### src/rtl/serial_pkg.sv
// Constants and state type shared by both ends of the serial link.
// The receiver takes its idle character from this package too.
package serial_pkg;

    localparam logic [7:0]  IDLE_CHAR      = 8'hBC;
    localparam int unsigned MIN_SYNC_BYTES = 6;

    typedef enum logic {
        SYNC,
        RUN
    } tx_state_e;

endpackage

### src/rtl/partoserial0_shift_out8.sv
// 8-bit load/shift register feeding the serial line, MSB first.
// Zeros shift in from the bottom between loads.
module shift_out8 (
    input  logic       clk,
    input  logic       reset,
    input  logic       load,
    input  logic [7:0] din,
    output logic       msb
);

    logic [7:0] shreg_q;
    logic [7:0] shreg_d;

    always_comb begin
        shreg_d = {shreg_q[6:0], 1'b0};
        if (load) begin
            shreg_d = din;
        end
    end

    always_ff @(posedge clk) begin
        if (reset) begin
            shreg_q <= '0;
        end else begin
            shreg_q <= shreg_d;
        end
    end

    assign msb = shreg_q[7];

endmodule

### src/rtl/partoserial0.sv
// Byte-to-serial transmitter: sync burst of idle characters after reset,
// then payload bytes via valid/ready, idle characters in every empty slot.
module partoserial0 #(
    parameter int unsigned SYNC_BYTES = 6,
    parameter logic [7:0]  IDLE_CHAR  = 8'hBC
) (
    input  logic       clk,
    input  logic       reset,
    input  logic [7:0] data_in,
    input  logic       valid_in,
    output logic       ready_out,
    output logic       data_outser,
    output logic       sync_done,
    output logic       bc_collision
);

    import serial_pkg::*;

    localparam int unsigned SYNC_W = $clog2(SYNC_BYTES + 1);
    localparam logic [SYNC_W-1:0] SYNC_LAST = SYNC_W'(SYNC_BYTES - 1);

    tx_state_e         state_q, state_d;
    logic [2:0]        bit_cnt_q, bit_cnt_d;
    logic [SYNC_W-1:0] sync_cnt_q, sync_cnt_d;
    logic              sync_done_q, sync_done_d;
    logic              bc_collision_q, bc_collision_d;

    logic              boundary;
    logic              ready;
    logic              transfer;
    logic [7:0]        load_byte;

    always_comb begin
        boundary       = (bit_cnt_q == 3'd7);
        ready          = (state_q == RUN) && boundary;
        transfer       = ready && valid_in;
        load_byte      = transfer ? data_in : IDLE_CHAR;
        bit_cnt_d      = bit_cnt_q + 3'd1;
        state_d        = state_q;
        sync_cnt_d     = sync_cnt_q;
        bc_collision_d = transfer && (data_in == IDLE_CHAR);

        // Switching to RUN as the last sync character is loaded lets ready
        // rise on that character's final bit, so payload follows it directly.
        if ((state_q == SYNC) && boundary) begin
            if (sync_cnt_q == SYNC_LAST) begin
                state_d = RUN;
            end else begin
                sync_cnt_d = sync_cnt_q + 1'b1;
            end
        end

        sync_done_d = sync_done_q || ((state_d == RUN) && (bit_cnt_d == 3'd7));
    end

    always_ff @(posedge clk) begin
        if (reset) begin
            state_q        <= SYNC;
            bit_cnt_q      <= 3'd7;
            sync_cnt_q     <= '0;
            sync_done_q    <= 1'b0;
            bc_collision_q <= 1'b0;
        end else begin
            state_q        <= state_d;
            bit_cnt_q      <= bit_cnt_d;
            sync_cnt_q     <= sync_cnt_d;
            sync_done_q    <= sync_done_d;
            bc_collision_q <= bc_collision_d;
        end
    end

    shift_out8 u_shift (
        .clk   (clk),
        .reset (reset),
        .load  (boundary),
        .din   (load_byte),
        .msb   (data_outser)
    );

    assign ready_out    = ready;
    assign sync_done    = sync_done_q;
    assign bc_collision = bc_collision_q;

    // Payload is only accepted after the burst has completed.
    a_ready_after_sync : assert property (@(posedge clk) disable iff (reset)
        ready_out |-> sync_done);

    a_sync_sticky : assert property (@(posedge clk) disable iff (reset)
        sync_done |=> sync_done);

endmodule

### config.mk
export PLATFORM = sky130hd
export DESIGN_NAME = partoserial0
export DESIGN_NICKNAME = d
export VERILOG_FILES = /design/src/rtl/serial_pkg.sv /design/src/rtl/partoserial0_shift_out8.sv /design/src/rtl/partoserial0.sv
export SDC_FILE = /design/constraint.sdc
export NUM_CORES = 1
export LEC_CHECK = 0
export ABC_AREA = 1
export BUFFER_PORTS_ARGS = -buffer_cell sky130_fd_sc_hd__buf_4
export CAP_MARGIN = 15
export CELL_PAD_IN_SITES_DETAIL_PLACEMENT = 1
export CELL_PAD_IN_SITES_GLOBAL_PLACEMENT = 1
export CORE_AREA = 3 3 51 53
export DETAILED_ROUTE_END_ITERATION = 10
export DIE_AREA = 0 0 54 56
export PLACE_DENSITY = 0.73
export RECOVER_POWER = 50
export SLEW_MARGIN = 20
export SYNTH_ARGS = -nofsm -noshare
export SYNTH_HDL_FRONTEND = slang
export SYNTH_HIERARCHICAL = 1
export SYNTH_SLANG_ARGS = --single-unit
### constraint.sdc
create_clock -name clk -period 1.92 [get_ports clk]
set_input_delay 0.096 -clock clk [delete_from_list [all_inputs] [get_ports clk]]
set_output_delay 0.096 -clock clk [all_outputs]
set_load 0.01 [all_outputs]
Word level (Yosys, flattened, before mapping)
Index checks and enable logic that the tools add are counted.

storage, ports and cells
  register bits = 17
  output and inout port bits = 4
  logic and storage cells = 29

cells by class
  $add $sub $neg = 2
  equality and inequality tests = 4
  muxes and demuxes = 4
  bitwise operators = 4
  reduce and logical (&&, ||, !) cells = 8

operator list
  operator                                     count
  2-to-1 mux 8 bit                             2
  equality test 3 bit, second input constant   3
  equality test 8 bit, second input constant   1
  adder 3 x 1 -> 3 bit, second input constant  2
  logical AND 1 bit                            5
  NOT 1 bit                                    4
  OR reduction 3 bit                           1
  2-to-1 mux 1 bit                             2
  AND reduction 2 bit                          1
  logical OR 1 bit                             1

Depth between registers and ports, before layout
Gate-level depths: netlist of run 1.

  depth in word-level cells = 5
  depth in mapped cells = 10
  mapped depth without buffers = 10

Hierarchy
The synthesis of run 1 kept the hierarchy.

by module, submodules not included
  module        instances  cells each  area an instance (µm²)  seq. area each (µm²)
  partoserial0  1          72          503.0                   180.2
  shift_out8    1          47          314.1                   160.2

Worst setup path before layout of run 1
OpenSTA, ideal clock, no wires.

  path kind = reg2reg
  start = register bit_cnt_q[0]
  end = register u_shift.shreg_q[4]
  library setup time = 113 ps
  data arrival time = 1,410 ps
  required time = 1,807 ps
  setup slack = 397 ps
  cell stages (with the launch flop) = 11
  path buffers = 0
  period minus slack after synthesis = 1,523 ps
  cell sequence = dfxtp_1 > ha_1 > ha_1 > nand2_2 > nor2_2 > inv_2 > or2_1 > inv_1 > nand2_1 > nand2_1 > nor2_1

between the ends
  word-level cells in the longest chain between the ends = 5

ends and longest elaborated chain
  element                 RTL line                       RTL
  from (decl)             partoserial0.sv:23             logic [2:0] bit_cnt_q, bit_cnt_d;
  from (signal assigned)  partoserial0.sv:65             bit_cnt_q <= bit_cnt_d;
  equality test 3 bit     partoserial0.sv:34             boundary = (bit_cnt_q == 3'd7);
  net boundary            partoserial0.sv:28             logic boundary;
  logical AND 1 bit       partoserial0.sv:35             ready = (state_q == RUN) && boundary;
  logical AND 1 bit       partoserial0.sv:36             transfer = ready && valid_in;
  2-to-1 mux 8 bit        partoserial0.sv:37             load_byte = transfer ? data_in : IDLE_CHAR;
  net load_byte[4]        partoserial0.sv:31             logic [7:0] load_byte;
  2-to-1 mux 8 bit        partoserial0_shift_out8.sv:16  if (load) begin
  to (signal assigned)    partoserial0_shift_out8.sv:25  shreg_q <= shreg_d;
  to (decl)               partoserial0_shift_out8.sv:11  logic [7:0] shreg_q;

The timed path passes the listed nets, and every way through them passes these cells.
A chain may end at the register's enable or synchronous reset.

Final worst setup path of run 1
  start = register bit_cnt_q[0]
  end = register u_shift.shreg_q[7]

The elaborated chain is that of the path after synthesis.

==> results of run 1 <==
[repair_timing]
| action | in CTS | in global routing |
|---|---|---|
| hold buffers | 1 | 0 |
| gates resized for setup | 0 | 0 |
| endpoints found under the hold margin | 3 | 0 |
[cell type report]
| type | count | area, sq um | area share |
|---|---|---|---|
| Timing Repair Buffer | 16 | 107.6 | 0.1115 |
| Sequential cell | 17 | 340.3 | 0.3528 |
| Multi-Input combinational cell | 78 | 369.1 | 0.3826 |
| Inverter | 23 | 86.33 | 0.08949 |
| Clock buffer | 4 | 26.28 | 0.02724 |
| Tap cell | 28 | 35.03 | 0.03632 |
[cell families after synthesis]
kind of cell / Yosys count
AND/OR/NAND/NOR: 71
buffers and inverters: 24
flip-flops: 17
adder cells (fa/ha/maj): 5
AO/OA/AOI/OAI: 2
[worst paths after layout]
check	to	cells past startpoint
worst max-delay path	u_shift/shreg_q[7]	10
worst min-delay path	bc_collision	3
worst min register to register	bit_cnt_q[0]	1
worst max register to register	u_shift/shreg_q[7]	10
[synth_stat cells]
master / number / area, sq um
a21oi_2: 1 / 8.760
buf_6: 1 / 11.26
dfxtp_1: 17 / 340.3
ha_1: 5 / 62.56
inv_1: 22 / 82.58
inv_2: 1 / 3.750
nand2_1: 33 / 123.9
nand2_2: 1 / 6.260
nand3_1: 2 / 10.01
nand3b_1: 1 / 7.510
nand4_1: 1 / 6.260
nor2_1: 25 / 93.84
nor2_2: 1 / 6.260
nor2_4: 1 / 11.26
o21ai_0: 1 / 5.000
or2_1: 5 / 31.28
or2_2: 1 / 6.260
[flip-flops by register name, summed over array words and instances, names as in the netlist]
signal / count
bc_collision: 1
bit_cnt_q: 3
state_q: 1
sync_cnt_q: 3
sync_done: 1
u_shift/shreg_q: 8
[metrics by stage]
stage / total power [mW] / cells / utilization / cell area, sq um / worst slack (ps)
5_1_grt: 0.8154 / 166 / 0.4403 / 964.7 / 150.5
6_report: 0.7514 / 166 / 0.4403 / 964.7 / 311.2
3_3_place_gp: 0.5662 / 161 / 0.4352 / 953.4 / 419.2
4_1_cts: 0.7787 / 166 / 0.4517 / 989.7 / 320.9
2_1_floorplan: 0.5246 / 119 / - / 817.0 / 397.0
3_5_place_dp: 0.5783 / 161 / 0.4352 / 953.4 / 342.6
[worst register-to-register path: cells and delay by family (launching register included)]
kind                     cells  cell delay, ps
AND/OR/NAND/NOR              6             570
flip-flops                   1             380
adder cells (fa/ha/maj)      2             410
buffers and inverters        2             160
[per-layer routing]
layer  vias to the layer above  track usage
li1                        380            -
met1                       326       0.1450
met2                        11       0.2318
met3                         2      0.03217
met4                         0      0.05338
met5                         -            0
[report_power, final]
part / total [mW] / switching, mW / internal [mW]
sequential: 0.406 / 0.0170 / 0.390
combinational: 0.152 / 0.0869 / 0.0653
clock: 0.193 / 0.112 / 0.0807
[layout by cell type (no fill, tap or decap), types with 2 or more instances in the layout]
cell type   n
nand2_1    33
nor2_1     27
inv_1      22
dfxtp_1    17
buf_4      11
or2_1       5
ha_1        5
clkbuf_1    5
clkbuf_4    3
nand3_1     2
==> impl_metrics.csv, run 1 <==
group,metric,value,unit
floorplan,coreArea,2191,sq um
yosys,synthMuxAreaShare,0,
sta,rsz0062_at_grt,"false",
yosys,synth_compound_area_frac,0.01685,
clock_tree,htreeDepth,1,
global_route,antenna_found_initial,0,
yosys,synth_warnings,6,
floorplan,fp-row-count,17,
critical_path,ff2ff_setup_slack,310,ps
sta,final_max_slew_viol_count,0,
yosys,synth_area_per_cell,6.866,sq um
run,drv_cap,0,
route,highest_layer,"met4",
placement,place.gp.congestion,0.7011,
yosys,synth_xor_area_frac,0,
floorplan,fp.dieW,54,microns
sta,setup-violations-final,0,
critical_path,required,2110,ps
sta,fmax,621.6,MHz
power_and_ir_drop,power.density,779.0,nW/um^2
placement,dp_hpwl,1382,microns
sta,fin_skew,2.116,ps
yosys,synth-adder-area-share,0.07657,
min_path,hp-class,"in2reg",
route,dr_wl_met3,84,microns
clock_tree,clock_latency,290,ps
sta,hold_viol_final,0,
placement,io_buffers,14,
sta,fin_crit,1609,ps
global_route,grt_pass1_vias,691,
floorplan,dieArea,3024,sq um
yosys,synth-simple-area-share,0.3706,
global_route,grt_max_degree,16,
route,detail_route.iter0.violations,3,
route,wl_met1,712,microns
yosys,synth_top_family_by_area,"simple AND/OR/NAND/NOR gates",
min_path,hold_path.startpoint,"data_in[5]",
layout,final_nets,155,
layout,fillers,304,
critical_path,crit_path_end_kind,"flop",
sta,max_slew_margin,0.7995,
critical_path,cp_data_arrival_time,1800,ps
critical_path,cp-start-kind,"flop",
critical_path,worstReg2RegStart,"bit_cnt_q[0]",
critical_path,cp_top_family,"simple AND/OR/NAND/NOR gates",
yosys,seq_area_frac_synth,0.4165,
floorplan,initial_utilization,0.3729,
power_and_ir_drop,peakVddDrop,0.3363,mV
route,route.vias.total,719,
layout,syn2layout_area_growth,18.07,%
power_and_ir_drop,p_leak,0.5142,nW
critical_path,crit_fanout,8,
clock_tree,cts_tree,"done",
critical_path,crit_chain,"ha_1, ha_1, nand2_2, nor2_1, inv_2, or2_1, inv_1, nand2_1, nand2_1, nor2_1",
yosys,syn-cell-area,817.0,sq um
sta,period_share,0.8379,
route,via_per_inst,4.331,
yosys,ys_ff_latch,17,
critical_path,crit_buf_inv,2,
layout,layout-drive-gt1-share,0.1304,
route,ant_nets,0,
global_route,grt_usage,0.1320,
route,routedWlPerCell,10.46,microns
clock_tree,clock-sinks,17,
route,wl_met2,916,microns
sta,setup-tns-final,0,ps
critical_path,slowest_delay,380,ps
route,drt-total-wl,1737,microns
clock_tree,postCtsSetupBuffers,0,
clock_tree,numCtsBuffers,3,
yosys,ys_types,17,
sta,worst_slew_pin_slew,299.6,ps
yosys,synth_cells,119,
clock_tree,clk_pin_slew,100,ps
floorplan,dieHeight,56,microns
critical_path,startpoint,"bit_cnt_q[0]",
clock_tree,ctsLongestPathBuffers,2,
yosys,synth.net_count,135,
critical_path,slowest_stage,"dfxtp_1",
global_route,grt_pass1_wl,2904,microns
floorplan,ios,15,
clock_tree,clock_tree.root_cell,"clkbuf_4",
layout,n_antenna_cell,0,
route,drcViolationCount,0,
route,drtPass1Iterations,4,
sta,holdWs,63.68,ps
global_route,gr-total-overflow,0,
status,status,"complete, no violations",
critical_path,path_class,"reg2reg",
(Power assumes the default switching activity.)
==> run 2: changes to the inputs <==
==> constraint.sdc (replaced) <==
create_clock -name clk -period 1.5 [get_ports clk]
set_input_delay 0.075 -clock clk [delete_from_list [all_inputs] [get_ports clk]]
set_output_delay 0.075 -clock clk [all_outputs]
set_load 0.01 [all_outputs]
==> run 2 against run 1 <==
Compared with the run above: power rose by 32%; largest cell class unchanged; sequential power increased by 30%; hold slack worse by 21 ps; cell count up 1.2%; die area did not move; clock-buffer cell count did not move; non-clock buffer count grew 2; clock power is 25% higher; largest power group unchanged.
==> impl_metrics.csv, run 2 (synthesis gave the netlist of run 1 again) <==
group,metric,value,unit
status,status,"complete, no violations",
floorplan,dieHeight,56,microns
sta,fmax,722.5,MHz
clock_tree,clock-sinks,17,
floorplan,coreArea,2191,sq um
sta,max_slew_margin,0.8280,
layout,final_cell_mix,"nand2_1, nor2_1, inv_1",
sta,holdWs,42.92,ps
global_route,grt_max_degree,16,
global_route,grt_usage,0.1378,
clock_tree,cts_tree,"done",
floorplan,ios,15,
critical_path,worstReg2RegStart,"bit_cnt_q[0]",
clock_tree,clock_latency,290,ps
placement,place.gp.congestion,0.7257,
critical_path,crit_chain,"ha_4, ha_4, nand2_2, nor2_4, inv_2, or2_1, inv_1, nand2_1, nand2_1, nor2_1",
power_and_ir_drop,peakVddDrop,0.6960,mV
route,ant_nets,0,
global_route,met1_usage,0.1433,
power_and_ir_drop,power.density,969.1,nW/um^2
clock_tree,ctsLongestPathBuffers,2,
power_and_ir_drop,p_leak,0.5257,nW
sta,fin_skew,5.113,ps
critical_path,path_class,"reg2reg",
route,via_per_inst,4.286,
run,drv_cap,0,
placement,dp_hpwl,1379,microns
sta,fin_crit,1384,ps
min_path,hp-class,"in2reg",
critical_path,worst-r2r-cell-count,10,
sta,period_share,0.9227,
layout,largest_registers,"u_shift/shreg_q: 8 flops, bit_cnt_q: 3 flops, sync_cnt_q: 3 flops",
critical_path,r2r_end,"u_shift/shreg_q[3]",
global_route,antenna_found_initial,0,
critical_path,required,1690,ps
sta,worst_slew_pin_slew,258.1,ps
critical_path,cp_data_arrival_time,1580,ps
critical_path,slowest_delay,380,ps
critical_path,endpoint,"u_shift/shreg_q[3]",
placement,io_buffers,14,
critical_path,crit_path_end_kind,"flop",
route,drtPass1Iterations,4,
sta,hold_viol_final,0,
power_and_ir_drop,swShare,0.2846,
critical_path,slowest_stage,"dfxtp_2",
global_route,gr-usage-met3,0.04826,
route,route.vias.total,720,
route,detail_route.iter0.violations,7,
clock_tree,numCtsBuffers,3,
layout,regMostFlops,"u_shift/shreg_q",
global_route,grt_pass1_vias,807,
floorplan,initial_utilization,0.3729,
route,drcViolationCount,0,
clock_tree,clock_tree.root_cell,"clkbuf_4",
floorplan,fp.dieW,54,microns
clock_tree,clk_pin_slew,100,ps
layout,layout-drive-gt1-share,0.1857,
floorplan,fp-row-count,17,
critical_path,ff2ff_setup_slack,120,ps
layout,postLayoutCoreUtil,0.4666,
critical_path,startpoint,"bit_cnt_q[0]",
route,drt-total-wl,1749,microns
route,routedWlPerCell,10.41,microns
clock_tree,htreeDepth,1,
floorplan,dieArea,3024,sq um
power_and_ir_drop,seqPwrFrac,0.531,
critical_path,crit_fanout,8,
global_route,grt.busiest_layer,"met2",
global_route,gr-total-overflow,0,
layout,largest_reg_flops,8,
layout,final_nets,157,
power_and_ir_drop,switchingPower,0.2820,mW
power_and_ir_drop,pwr-share-comb,0.224,
sta,final_max_slew_viol_count,0,
layout,final_common_cell,"nand2_1",
layout,fillers,293,
layout,syn2layout_area_growth,25.11,%
power_and_ir_drop,pwr-share-clk,0.244,
sta,setup-violations-final,0,
layout,n_antenna_cell,0,
critical_path,cp-start-kind,"flop",
global_route,grt_util_met2,0.2474,
power_and_ir_drop,cell_internal_pwr,0.7087,mW
global_route,grt_pass1_wl,3111,microns
[run 2: layout make-up]
type                       count  area [sq um]  area share
multi-input combinational     78         409.1      0.4002
sequential                    17         342.8      0.3354
timing repair buffer          18         122.6      0.1200
inverter                      23         86.33     0.08446
tap                           28         35.03     0.03427
clock buffer                   4         26.28     0.02570
[run 2: critical path: cells and delay by family, from the launching register on]
kind                       cells  cell delay, ps
buffers and inverters          2             110
and+or+nand+nor                6             520
adders and majority gates      2             290
DFF                            1             380
[run 2: worst min-delay path by stage]
stage	startpoint	to	slack [ps]	cells past startpoint
finish	data_in[5]	bc_collision	40	3
global route	data_in[5]	bc_collision	50	3
CTS	data_in[5]	bc_collision	40	3
detailed placement	reset	sync_cnt_q[2]	290	2
global placement	reset	sync_cnt_q[2]	280	2
floorplan	reset	sync_cnt_q[2]	140	1
[run 2: repair_timing]
item,4_1_cts,5_1_grt
hold buffers,1,0
endpoints found under the hold margin,3,0
endpoints found under the setup margin,2,6
buffers inserted,0,1
gates resized for setup,1,5
pin swaps,0,1
[run 2: through the flow]
step           instance area (sq um)  setup WS, ps  setup TNS (ps)  power (mW)  std cells
2_1_floorplan                  819.5         56.10               0      0.6743        119
3_3_place_gp                   963.4         69.67               0      0.7333        162
3_5_place_dp                   963.4         8.283               0      0.7465        162
4_1_cts                         1001         30.60               0      0.9972        167
5_1_grt                         1022        -2.488          -2.488       1.068        168
6_report                        1022         116.0               0      0.9907        168
[run 2: routing by layer]
layer | up-vias | share of wire
met1 | 323 | 0.42
met4 | 0 | 0.0080
met3 | 2 | 0.039
met2 | 10 | 0.53
li1 | 385 | -
met5 | - | 0
[run 2: power by group through the flow]
stage,registers [mW],clock network [mW],logic [mW]
finish,0.526,0.242,0.222
global route,0.533,0.273,0.262
CTS,0.522,0.257,0.218
detailed placement,0.532,0,0.215
global placement,0.529,0,0.204
floorplan,0.528,0,0.146
==> run 3: changes to the inputs <==
--- a/config.mk
+++ b/config.mk
@@ -14,7 +14,6 @@
 export DETAILED_ROUTE_END_ITERATION = 10
 export DIE_AREA = 0 0 54 56
 export PLACE_DENSITY = 0.73
-export RECOVER_POWER = 50
 export SLEW_MARGIN = 20
 export SYNTH_ARGS = -nofsm -noshare
 export SYNTH_HDL_FRONTEND = slang
==> run 3 against run 2 <==
Compared with the run above: first-iteration DRC count is the same; sequential share of layout area down 0.49 points; clock power is essentially flat; combinational power increased by 2%; global-route usage is the same; cell count is the same; setup slack improved by 0.68 ps; die area is the same; clock skew hardly changed; hold slack barely moved; critical path depth is the same; register-to-register slack about the same; largest cell class unchanged.
==> impl_metrics.csv, run 3 (synthesis gave the netlist of run 1 again) <==
group,metric,value,unit
layout,multi_input_area,409.1,sq um
floorplan,dieHeight,56,microns
placement,place.gp.congestion,0.7257,
sta,fin_crit,1383,ps
critical_path,crit_path_end_kind,"flop",
layout,fillers,290,
placement,dp_hpwl,1379,microns
clock_tree,numCtsBuffers,3,
layout,largest_reg_flops,8,
sta,fin_skew,4.729,ps
critical_path,endpoint,"u_shift/shreg_q[3]",
clock_tree,clk_pin_slew,100,ps
critical_path,required,1690,ps
status,status,"complete, no violations",
clock_tree,clock_tree.root_cell,"clkbuf_4",
sta,holdWs,42.69,ps
route,ant_nets,0,
run,drv_cap,0,
power_and_ir_drop,p_leak,0.5418,nW
power_and_ir_drop,peakVddDrop,0.6969,mV
clock_tree,cts_tree,"done",
layout,layout-drive-gt1-share,0.2143,
critical_path,slowest_delay,380,ps
critical_path,cp_data_arrival_time,1580,ps
placement,dp_slack,8.283,ps
layout,final_nets,157,
global_route,antenna_found_initial,0,
sta,fin_ws,116.7,ps
global_route,grt_pass1_wl,3111,microns
critical_path,worstReg2RegStart,"bit_cnt_q[0]",
layout,regMostFlops,"u_shift/shreg_q",
layout,syn2layout_area_growth,26.95,%
placement,io_buffers,14,
layout,final_cell_mix,"nand2_1, nor2_1, inv_1",
clock_tree,clock-sinks,17,
critical_path,r2r_end,"u_shift/shreg_q[3]",
clock_tree,htreeDepth,1,
route,drt-total-wl,1755,microns
route,drtPass1Iterations,3,
power_and_ir_drop,power.density,960.2,nW/um^2
clock_tree,clock_latency,290,ps
global_route,gr-total-overflow,0,
min_path,hp-class,"in2reg",
critical_path,cp-start-kind,"flop",
critical_path,worst-r2r-cell-count,10,
layout,n_antenna_cell,0,
sta,final_max_slew_viol_count,0,
sta,period_share,0.9222,
layout,final_common_cell,"nand2_1",
critical_path,crit_fanout,8,
layout,largest_registers,"u_shift/shreg_q: 8 flops, bit_cnt_q: 3 flops, sync_cnt_q: 3 flops",
critical_path,cp_top_family,"simple AND/OR/NAND/NOR gates",
layout,ff_latch_area,342.8,sq um
critical_path,crit_buf_inv,2,
sta,worst_slew_pin_slew,214.9,ps
sta,fmax,722.9,MHz
layout,postLayoutCoreUtil,0.4734,
sta,hold_viol_final,0,
floorplan,dieArea,3024,sq um
floorplan,fp-row-count,17,
clock_tree,ctsLongestPathBuffers,2,
route,route.vias.total,724,
critical_path,path_class,"reg2reg",
route,via_per_inst,4.310,
floorplan,initial_utilization,0.3729,
critical_path,ff2ff_setup_slack,120,ps
global_route,grt_usage,0.1378,
floorplan,coreArea,2191,sq um
critical_path,slowest_stage,"dfxtp_2",
critical_path,path_depth,10,
floorplan,fp.dieW,54,microns
route,routedWlPerCell,10.45,microns
global_route,grt_max_degree,16,
floorplan,ios,15,
sta,setup-violations-final,0,
critical_path,startpoint,"bit_cnt_q[0]",
sta,max_slew_margin,0.8552,
route,drcViolationCount,0,
global_route,grt_pass1_vias,807,
route,detail_route.iter0.violations,7,
critical_path,crit_chain,"ha_4, ha_4, nand2_2, nor2_4, inv_2, or2_1, inv_1, nand2_1, nand2_1, nor2_1",
## run 3: cell types whose count changed in the layout (fill, tap and decap cells not counted)
cell / delta
buf_4: +4
clkbuf_1: -4
## run 3: area by class of cell
type	instances	share of cell area
tap	28	0.03378
sequential	17	0.3305
inverter	23	0.08323
timing repair buffer	18	0.1327
clock buffer	4	0.02533
multi-input combinational	78	0.3945
## run 3: worst reg2reg max path, stage by stage (launching register included)
cell	delay (ps)
dfxtp_2	380
ha_4	150
ha_4	140
nand2_2	70
nor2_4	90
inv_2	60
or2_1	220
inv_1	50
nand2_1	40
nand2_1	60
nor2_1	40
## run 3: how the worst min path moves through the flow
stage	cells after the start	end	start	slack, ps
finish	3	bc_collision	data_in[5]	40
global placement	2	sync_cnt_q[2]	reset	280
global route	3	bc_collision	data_in[5]	50
CTS	3	bc_collision	data_in[5]	40
floorplan	1	sync_cnt_q[2]	reset	140
detailed placement	2	sync_cnt_q[2]	reset	290
## run 3: metal layers
layer,vias to the layer above,global-route usage,routed length [microns],part of all wire
met4,0,0.04270,14,0.0080
met5,-,0,0,0
met3,2,0.04826,56,0.032
met1,328,0.1433,745,0.42
met2,8,0.2474,938,0.53
li1,386,-,-,-
## run 3: what timing repair did
action,4_1_cts,5_1_grt
cloned,0,0
pin swaps,0,1
hold buffers,1,0
gates resized for setup,1,5
setup endpoints to repair,2,6
endpoints found under the hold margin,3,0
setup buffers,0,1
## run 3: where the power goes
group / switching (mW) / total, mW / internal [mW]
clock: 0.139 / 0.242 / 0.103
sequential: 0.0267 / 0.527 / 0.500
combinational: 0.117 / 0.227 / 0.110
## run 3: stage by stage
step           area [sq um]  cells  setup TNS (ps)  power, mW
6_report               1037    168               0     0.9959
5_1_grt                1037    168          -1.093      1.073
4_1_cts                1001    167               0     0.9972
3_5_place_dp          963.4    162               0     0.7465
3_3_place_gp          963.4    162               0     0.7333
2_1_floorplan         819.5    119               0     0.6743
